`config.mk`:
```
export PLATFORM = sky130hd
export DESIGN_NAME = exec_sequencer
export DESIGN_NICKNAME = d
export VERILOG_FILES = /design/src/rtl/exec_seq_pkg.sv /design/src/rtl/down_counter.sv /design/src/rtl/exec_sequencer.sv
export SDC_FILE = /design/constraint.sdc
export NUM_CORES = 1
export LEC_CHECK = 0
export CORE_MARGIN = 2
export CORE_UTILIZATION = 57
export DETAILED_ROUTE_END_ITERATION = 7
export PLACE_DENSITY = 0.85
export SLEW_MARGIN = 20
export SYNTH_ARGS = -nofsm -noshare
export SYNTH_HDL_FRONTEND = slang
export SYNTH_HIERARCHICAL = 1
export SYNTH_SLANG_ARGS = --single-unit
```
`constraint.sdc`:
```
create_clock -name clock -period 5.24 [get_ports clock]
set_clock_uncertainty 0.15 [all_clocks]
set_input_delay 1.31 -clock clock [delete_from_list [all_inputs] [get_ports clock]]
set_output_delay 1.31 -clock clock [all_outputs]
set_load 0.02 [all_outputs]
```
`src/rtl/exec_seq_pkg.sv`:
```
// Shared definitions for the execution sequencer: state encoding, debug command codes,
// drain-counter width and an "enable is high in this state" helper.
// Latency: n/a (definitions only). Backpressure: n/a.
package exec_seq_pkg;

    typedef logic [2:0] state_t;

    localparam state_t S_IDLE  = 3'd0;
    localparam state_t S_RUN   = 3'd1;
    localparam state_t S_STEP  = 3'd2;
    localparam state_t S_DRAIN = 3'd3;
    localparam state_t S_DONE  = 3'd4;

    localparam logic [1:0] CMD_NOP  = 2'b00;
    localparam logic [1:0] CMD_RUN  = 2'b01;
    localparam logic [1:0] CMD_STEP = 2'b10;
    localparam logic [1:0] CMD_STOP = 2'b11;

    // Wide enough for the largest legal drain length (31).
    localparam int DRAIN_W = 5;

    function automatic logic is_active(input state_t s);
        return (s == S_RUN) || (s == S_STEP) || (s == S_DRAIN);
    endfunction

endpackage

```
`src/rtl/down_counter.sv`:
```
// Loadable down-counter that saturates at zero; `last` is high while the count is 1.
// Latency: load/decrement visible one edge later. Backpressure: none.
// Ports: clock, reset (async active-low), load/load_val, dec, last.
module down_counter #(
    parameter int W = 32
) (
    input  logic         clock,
    input  logic         reset,
    input  logic         load,
    input  logic [W-1:0] load_val,
    input  logic         dec,
    output logic         last
);

    logic [W-1:0] count;

    always_ff @(posedge clock or negedge reset) begin
        if (!reset) begin
            count <= '0;
        end else if (load) begin
            count <= load_val;
        end else if (dec && (count != '0)) begin
            count <= count - W'(1);
        end
    end

    assign last = (count == W'(1));

endmodule

```
`src/rtl/exec_sequencer.sv`:
```
// Clock-enable sequencer: runs RUN/STEP/STOP debug commands, drains the pipe after halt.
// Latency: command accepted at edge k -> o_enable from edge k+1; halt -> PIPE_DEPTH drain cycles.
// Backpressure: o_cmd_ready low in STEP and DRAIN; optional breakpoint via EXEC_SEQ_BREAKPOINT_EN.
//
// Ports: clock/reset (async active-low); command side i_cmd_valid/i_cmd/i_step_count/o_cmd_ready;
// pipeline side i_halt; status o_enable/o_busy/o_done/o_halted/o_cycle_count;
// with EXEC_SEQ_BREAKPOINT_EN also i_pc/i_bp_addr/i_bp_valid/o_bp_hit.
module exec_sequencer
    import exec_seq_pkg::*;
#(
    parameter int NBITS      = 32,
    parameter int PIPE_DEPTH = 5
) (
    input  logic             clock,
    input  logic             reset,
    input  logic             i_cmd_valid,
    input  logic [1:0]       i_cmd,
    input  logic [NBITS-1:0] i_step_count,
    input  logic             i_halt,
    output logic             o_cmd_ready,
    output logic             o_enable,
    output logic             o_busy,
    output logic             o_done,
    output logic             o_halted,
    output logic [NBITS-1:0] o_cycle_count
`ifdef EXEC_SEQ_BREAKPOINT_EN
    ,
    input  logic [NBITS-1:0] i_pc,
    input  logic [NBITS-1:0] i_bp_addr,
    input  logic             i_bp_valid,
    output logic             o_bp_hit
`endif
);

    state_t           state, state_nxt;
    logic             enable_q, done_q, halted_q;
    logic [NBITS-1:0] count_q;
    logic             accept;
    logic             step_load, drain_load, done_set, halted_set;
    logic             step_last, drain_last;
`ifdef EXEC_SEQ_BREAKPOINT_EN
    logic             bp_q, bp_set, bp_clr, bp_match;
    assign bp_match = i_bp_valid && (i_pc == i_bp_addr);
`endif

    assign o_cmd_ready = (state != S_STEP) && (state != S_DRAIN);
    assign accept      = i_cmd_valid && o_cmd_ready;

    always_comb begin
        state_nxt  = state;
        step_load  = 1'b0;
        drain_load = 1'b0;
        done_set   = 1'b0;
        halted_set = 1'b0;
`ifdef EXEC_SEQ_BREAKPOINT_EN
        bp_set     = 1'b0;
        bp_clr     = accept;
`endif
        case (state)
            S_IDLE, S_DONE: begin
                if (accept) begin
                    case (i_cmd)
                        // After program end the core must not be clocked again until reset.
                        CMD_RUN: if (!halted_q) state_nxt = S_RUN;
                        CMD_STEP: begin
                            if (!halted_q) begin
                                if (i_step_count == '0) begin
                                    state_nxt = S_DONE;
                                    done_set  = 1'b1;
                                end else begin
                                    state_nxt = S_STEP;
                                    step_load = 1'b1;
                                end
                            end
                        end
                        CMD_STOP: state_nxt = S_IDLE;
                        default: ;
                    endcase
                end
            end
            S_RUN: begin
                // Halt beats everything: in-flight instructions must always drain.
                if (i_halt) begin
                    state_nxt  = S_DRAIN;
                    drain_load = 1'b1;
`ifdef EXEC_SEQ_BREAKPOINT_EN
                end else if (bp_match) begin
                    state_nxt = S_DONE;
                    done_set  = 1'b1;
                    bp_set    = 1'b1;
`endif
                end else if (accept && (i_cmd == CMD_STOP)) begin
                    state_nxt = S_IDLE;
                end
            end
            S_STEP: begin
                if (i_halt) begin
                    state_nxt  = S_DRAIN;
                    drain_load = 1'b1;
                end else if (step_last) begin
                    state_nxt = S_DONE;
                    done_set  = 1'b1;
                end
            end
            S_DRAIN: begin
                if (drain_last) begin
                    state_nxt  = S_DONE;
                    done_set   = 1'b1;
                    halted_set = 1'b1;
                end
            end
            default: state_nxt = S_IDLE;
        endcase
    end

    always_ff @(posedge clock or negedge reset) begin
        if (!reset) begin
            state    <= S_IDLE;
            enable_q <= 1'b0;
            done_q   <= 1'b0;
            halted_q <= 1'b0;
            count_q  <= '0;
        end else begin
            state    <= state_nxt;
            // Registered copy of "next state is active" so the enable leaves a flop, glitch-free.
            enable_q <= is_active(state_nxt);
            done_q   <= done_set;
            halted_q <= halted_q | halted_set;
            if (enable_q) begin
                count_q <= count_q + NBITS'(1);
            end
        end
    end

`ifdef EXEC_SEQ_BREAKPOINT_EN
    always_ff @(posedge clock or negedge reset) begin
        if (!reset) begin
            bp_q <= 1'b0;
        end else if (bp_set) begin
            bp_q <= 1'b1;
        end else if (bp_clr) begin
            bp_q <= 1'b0;
        end
    end
    assign o_bp_hit = bp_q;
`endif

    down_counter #(.W(NBITS)) u_step_cnt (
        .clock    (clock),
        .reset    (reset),
        .load     (step_load),
        .load_val (i_step_count),
        .dec      (state == S_STEP),
        .last     (step_last)
    );

    down_counter #(.W(DRAIN_W)) u_drain_cnt (
        .clock    (clock),
        .reset    (reset),
        .load     (drain_load),
        .load_val (DRAIN_W'(PIPE_DEPTH)),
        .dec      (state == S_DRAIN),
        .last     (drain_last)
    );

    assign o_enable      = enable_q;
    assign o_busy        = enable_q;
    assign o_done        = done_q;
    assign o_halted      = halted_q;
    assign o_cycle_count = count_q;

endmodule

```
==> impl_metrics.csv, run 1 <==
group,metric,value,unit
status,outcome,"finished clean",
job,drv.max_cap_violation_count,0,
layout,num-nets-final,563,
clock_tree,numCtsBuffers,9,
setup_path,critPathMaxStageDelay,0.50,ns
setup_path,required,5.35,ns
synthesis,ys_ff_latch,75,
synthesis,synthCells,442,
sta,finalCriticalPeriod,3.81,ns
sta,setup_viol,0,
synthesis,seq_area_frac_synth,44.4,%
setup_path,endpoint_kind,"flip-flop",
synthesis,synth_top_family_by_area,"simple AND/OR/NAND/NOR gates",
routing,vias_per_cell,6.20,
synthesis,async_flop_share,100,%
synthesis,ys_types,63,
synthesis,synth_flop_cell,"dfrtp_1",
sta,finalHoldViolations,0,
layout,drive_above_1_share,8.00,%
setup_path,critPathLaunchType,"input port",
sta,fmax,262,MHz
routing,ant_nets,0,
clock_tree,cts_setup_buffers,0,
die,fp.dieW,90.1,µm
global_route,grt_max_degree,76,
routing,routed_wl,10.5,mm
die,io_pins,75,
clock_tree,cts_sinks,75,
synthesis,yosysWarnings,6,
global_route,grt_first_pass_wirelength,17.4,mm
die,initial_utilization,58.6,%
synthesis,synth_edf_count,0,
clock_tree,cts_hold_buf,0,
layout,syn_to_final_growth,25.2,%
placement,place_area,5060,µm²
placement,dpl.hpwl,7.64,mm
setup_path,cp_top_family,"buffers and inverters",
synthesis,synth_compound_area_share,12.4,%
global_route,first_global_vias,3645,
layout,finalInstanceArea,5290,µm²
sta,slew_headroom,37.3,%
routing,dr.first_iter.drc_count,323,
power_and_ir_drop,power-per-cell-area,386,nW/µm²
synthesis,synthXorXnorAreaFrac,7.87,%
global_route,antenna_found_initial,0,
clock_tree,cts_root_buf,"clkbuf_8",
die,coreArea,7210,µm²
sta,slew_viol_final,0,
setup_path,crit_path_max_fanout,23,
routing,drc,0,
setup_path,timing.critical_path.buf_inv,5,
sta,rsz0062_at_grt,"false",
synthesis,yosys-mux-area-fraction,2.25,%
clock_tree,cts_tree,"yes",
die,die_y,90.1,µm
setup_path,path_cells,"clkdlybuf4s50_1, nor4_1, nand4_1, o21bai_1, inv_1, buf_4, inv_1, buf_4, nor2_1, a31oi_1",
setup_path,path_class,"in2reg",
sta,worst_slew_pin_slew,0.941,ns
hold_path,hold_path_class,"reg2reg",
synthesis,netlist_area,4230,µm²
power_and_ir_drop,ir_worst_vdd,0.221,mV
setup_path,r2r_cells,5,
clock_tree,cts_max_path_buffers,2,
synthesis,yosys.area_share.simple,28.5,%
global_route,grt-ovfl-total,0,
global_route,track_usage,26.5,%
setup_path,crit_cells,10,
sta,min_period_over_period,72.8,%
clock_tree,path_clk_slew,0.08,ns
power_and_ir_drop,p_leak,0.00198,µW
setup_path,critPathSlowestCell,"nor4_1",
synthesis,synth_area_per_cell,9.57,µm²
routing,routedWlPerCell,16.9,µm
placement,place.gp.congestion,0.883,
clock_tree,cts-resized-gates,0,
placement,port_buffers,74,
synthesis,synth_fa_ha_area_share,1.48,%
layout,n_antenna_cell,0,
routing,first_pass_iters,5,
routing,via_count,3867,
setup_path,cp_data_arrival_time,3.93,ns
clock_tree,clock_latency,0.34,ns
die,rows,31,
hold_path,hold_depth,1,
die,die_area,8120,µm²
clock_tree,h-tree-depth,3,
sta,finalSetupTns,0,ns
## metrics by stage
step	util [%]	worst slack (ns)	power, µW	cells	hold WS (ns)
6_report	73.3	1.43	2040	624	0.321
5_1_grt	73.3	1.32	2170	624	0.369
4_1_cts	73.1	1.53	2040	624	0.328
3_5_place_dp	70.2	1.17	1550	608	0.317
3_3_place_gp	70.2	1.17	1510	608	0.310
2_1_floorplan	-	2.23	1300	445	0.374
## worst reg2reg max path: cells and delay by family (launching register included)
| kind | cells | cell delay (ns) |
|---|---|---|
| and+or+nand+nor | 2 | 1.43 |
| AOI/OAI and AO/OA | 2 | 0.86 |
| DFF | 1 | 0.41 |
| muxes | 1 | 0.41 |
## area by class of cell
class	instances	area, µm²
sequential	75	1880
timing repair buffer	78	768
tap	99	124
fill	513	1920
inverter	15	56.3
clock inverter	6	87.6
clock buffer	10	128
multi-input combinational	341	2250
## synth_stat cells (4+ instances only)
library cell  instances  area [µm²]
or3_1                12        75.1
clkbuf_1              9        33.8
nor4_1               20         125
or4_1                15         113
nand4_1              15        93.8
mux2i_1               5        50.1
and3_1                5        31.3
a21oi_1               7        35.0
inv_1                15        56.3
a31oi_1              17         106
xnor2_1              32         280
or2_2                 6        37.5
nor2b_1               7        43.8
nor3_1               10        50.1
nand2_1              42         158
mux2_2                4        45.0
xor2_1                6        52.6
dfrtp_1              75        1880
and4_1                4        35.0
o31ai_1               7        52.6
nor2_1               31         116
nand3_1              18        90.1
ha_1                  5        62.6
o21ai_0              16        80.1
o211ai_1              5        37.5
## power breakdown
group / switching (µW) / internal, µW / total (µW)
sequential: 201 / 725 / 926
clock: 219 / 269 / 489
combinational: 319 / 311 / 630
total: 739 / 1310 / 2040
## logic make-up after synthesis
family                   Yosys count
XOR/XNOR                          38
AND/OR/NAND/NOR                  207
buffers and inverters             29
adder cells (fa/ha/maj)            5
other                              2
multiplexers                       9
AO/OA/AOI/OAI                     77
flip-flops                        75
## sequential cells by signal, indices dropped and copies added, names as in the netlist
register           flops
o_halted               1
o_busy                 1
o_done                 1
u_step_cnt/count      32
o_cycle_count         32
state                  3
u_drain_cnt/count      5
## per-layer routing
metal / track usage [%] / vias to the layer above / wire length, µm
met5: 0 / - / 0
li1: - / 1802 / -
met3: 4.69 / 25 / 643
met1: 35.0 / 1870 / 4490
met4: 9.74 / 0 / 255
met2: 44.0 / 170 / 5160
## final timing paths
kind,start,end,slack [ns]
setup / recovery,i_step_count[21],u_step_cnt/count[21],1.43
hold / removal,o_cycle_count[31],o_cycle_count[31],0.32
setup reg to reg,u_step_cnt/count[6],u_step_cnt/count[1],1.92
hold reg to reg,o_cycle_count[31],o_cycle_count[31],0.32
max in group asynchronous,reset,u_step_cnt/count[31],3.37
min in group asynchronous,reset,u_step_cnt/count[16],0.94
## cells in the final DEF (no fill, tap or decap), types with 5 or more instances in the layout
master           Yosys  final
dfrtp_1             75     75
clkdlybuf4s50_1      0     73
nand2_1             42     42
xnor2_1             32     32
nor2_1              31     31
nor4_1              20     19
nand3_1             18     18
a31oi_1             17     17
o21ai_0             16     16
nand4_1             15     15
inv_1               15     15
or4_1               15     15
or3_1               12     12
nor3_1              10     10
clkbuf_8             0      9
nor2b_1              7      7
a21oi_1              7      7
o31ai_1              7      7
xor2_1               6      6
or2_2                6      6
mux2i_1              5      5
and3_1               5      5
ha_1                 5      5
buf_4                2      5
conb_1               2      5
o211ai_1             5      5
Power figures use the tool's default switching activity.
==> run 2: changes to the inputs <==
Settings changed: CORE_UTILIZATION 57 to 48, PLACE_DENSITY 0.85 to 0.77.
Clock period 5.24 ns to 3.06 ns, I/O delays scaled along.
==> run 2 against run 1 <==
Compared with the run above: critical path depth fell by 5; combinational power rose by 78%; sequential share of layout area decreased by 2.5 points; final cell count rose by 8.3%; flip-flop and latch count unchanged; global-route usage is 2.6 points lower; worst hold slack improved by 0.0098 ns; power increased by 75%; worst setup slack got worse by 1.3 ns; count of clock-buffer cells in the layout unchanged; critical endpoint is now u_step_cnt/count[29]; highest routed layer unchanged.
==> impl_metrics.csv, run 2 (synthesis gave the netlist of run 1 again) <==
group,metric,value,unit
setup_path,path_class,"reg2reg",
clock_tree,clock_latency,0.35,ns
routing,via_count,4029,
setup_path,critPathLaunchType,"flip-flop",
die,io_pins,75,
routing,ant_nets,0,
setup_path,r2r_cells,5,
layout,fin_util,65.8,%
routing,vias_per_cell,5.96,
layout,final_cell_mix,"dfrtp_1 (75), clkdlybuf4s50_1 (73), buf_4 (47)",
setup_path,crit_path_max_fanout,6,
clock_tree,cts_root_buf,"clkbuf_8",
placement,place_inst,658,
placement,place.gp.congestion,0.917,
die,rows,34,
global_route,antenna_found_initial,0,
power_and_ir_drop,power-per-cell-area,630,nW/µm²
placement,port_buffers,74,
die,die_y,97.9,µm
die,initial_utilization,49.0,%
global_route,first_global_vias,3945,
clock_tree,cts_hold_buf,0,
sta,finalCriticalPeriod,2.98,ns
sta,fmax,336,MHz
status,outcome,"finished clean",
placement,post-place-ws,-0.220,ns
power_and_ir_drop,p_leak,0.00221,µW
sta,finalSetupTns,0,ns
clock_tree,h-tree-depth,3,
global_route,grt_first_pass_wirelength,18.8,mm
routing,drc,0,
setup_path,r2r_start,"u_step_cnt/count[6]",
routing,routedWlPerCell,16.6,µm
hold_path,hold_start,"o_cycle_count[31]",
setup_path,required,3.19,ns
sta,finalWorstSetupSlack,0.0827,ns
die,die_area,9570,µm²
die,coreArea,8640,µm²
layout,num-nets-final,606,
sta,setup_viol,0,
setup_path,cp-startpoint,"u_step_cnt/count[6]",
routing,dr.first_iter.drc_count,223,
clock_tree,cts_max_path_buffers,2,
clock_tree,numCtsBuffers,9,
sta,slew_headroom,36.6,%
placement,dpl.hpwl,8.13,mm
sta,worst_slew_pin_slew,0.951,ns
layout,n_antenna_cell,0,
hold_path,hold_depth,1,
job,drv.max_cap_violation_count,0,
sta,slew_viol_final,0,
layout,syn_to_final_growth,34.4,%
layout,drive_above_1_share,16.0,%
global_route,grt-ovfl-total,0,
layout,layout_commonest_cell,"dfrtp_1",
setup_path,cp_data_arrival_time,3.10,ns
setup_path,endpoint_kind,"flip-flop",
clock_tree,cts_sinks,75,
sta,min_period_over_period,97.3,%
clock_tree,path_clk_slew,0.09,ns
die,fp.dieW,97.9,µm
clock_tree,cts_tree,"yes",
sta,finalHoldViolations,0,
routing,routed_wl,11.2,mm
hold_path,hold_path_class,"reg2reg",
sta,rsz0062_at_grt,"false",
global_route,track_usage,23.9,%
power_and_ir_drop,ir_worst_vdd,0.263,mV
routing,first_pass_iters,7,
layout,stdcell_count,676,
global_route,grt_max_degree,76,
==> run 2: changes by cell type in the layout (fill, tap and decap cells not counted), sizes merged <==
cell | before | now
buf | 5 | 48
==> run 2: final timing paths <==
check                                        to  slack, ns
min reg2reg                   o_cycle_count[31]       0.33
min in group asynchronous      o_cycle_count[7]       0.42
max                        u_step_cnt/count[29]       0.08
max in group asynchronous   u_step_cnt/count[9]       1.74
min                           o_cycle_count[31]       0.33
max reg2reg                u_step_cnt/count[29]       0.08
==> run 2: where the power goes <==
part	internal, µW	total [µW]	switching (µW)	leakage, µW
combinational	563	1120	554	0.00121
clock	491	891	400	0.000119
sequential	1240	1570	333	0.000881
total	2300	3580	1290	0.00221
==> run 2: metal layers <==
metal  vias up  wire length (µm)  GRT usage [%]
li1       1892                 -              -
met1      1937              4970           32.0
met2       171              5370           39.3
met3        29               622           3.44
met4         0               280           9.40
met5         -                 0              0
==> run 2: critical path, cell delays in order (launching register included) <==
cell	delay, ns
dfrtp_1	0.42
or4_4	0.57
or4_4	0.59
or4_4	0.57
or4_1	0.43
a31oi_1	0.17
==> run 2: final cells by class <==
cell class | count | area, µm²
inverter | 15 | 56.3
timing repair buffer | 121 | 1100
sequential | 75 | 1880
fill | 690 | 2950
clock inverter | 6 | 97.6
clock buffer | 10 | 138
multi-input combinational | 341 | 2280
tap | 108 | 135
==> run 2: repair_timing <==
| item | 4_1_cts | 5_1_grt |
|---|---|---|
| setup endpoints to repair | 3 | 12 |
| gates resized for setup | 1 | 6 |
| pin swaps | 1 | 0 |
| setup buffers | 2 | 0 |
==> run 2: through the flow <==
step           power [µW]  hold WS, ns  instance area, µm²
2_1_floorplan        2230        0.319                4240
3_3_place_gp         2630        0.311                5390
3_5_place_dp         2690        0.334                5390
4_1_cts              3580        0.346                5650
5_1_grt              3790        0.353                5680
6_report             3580        0.331                5680
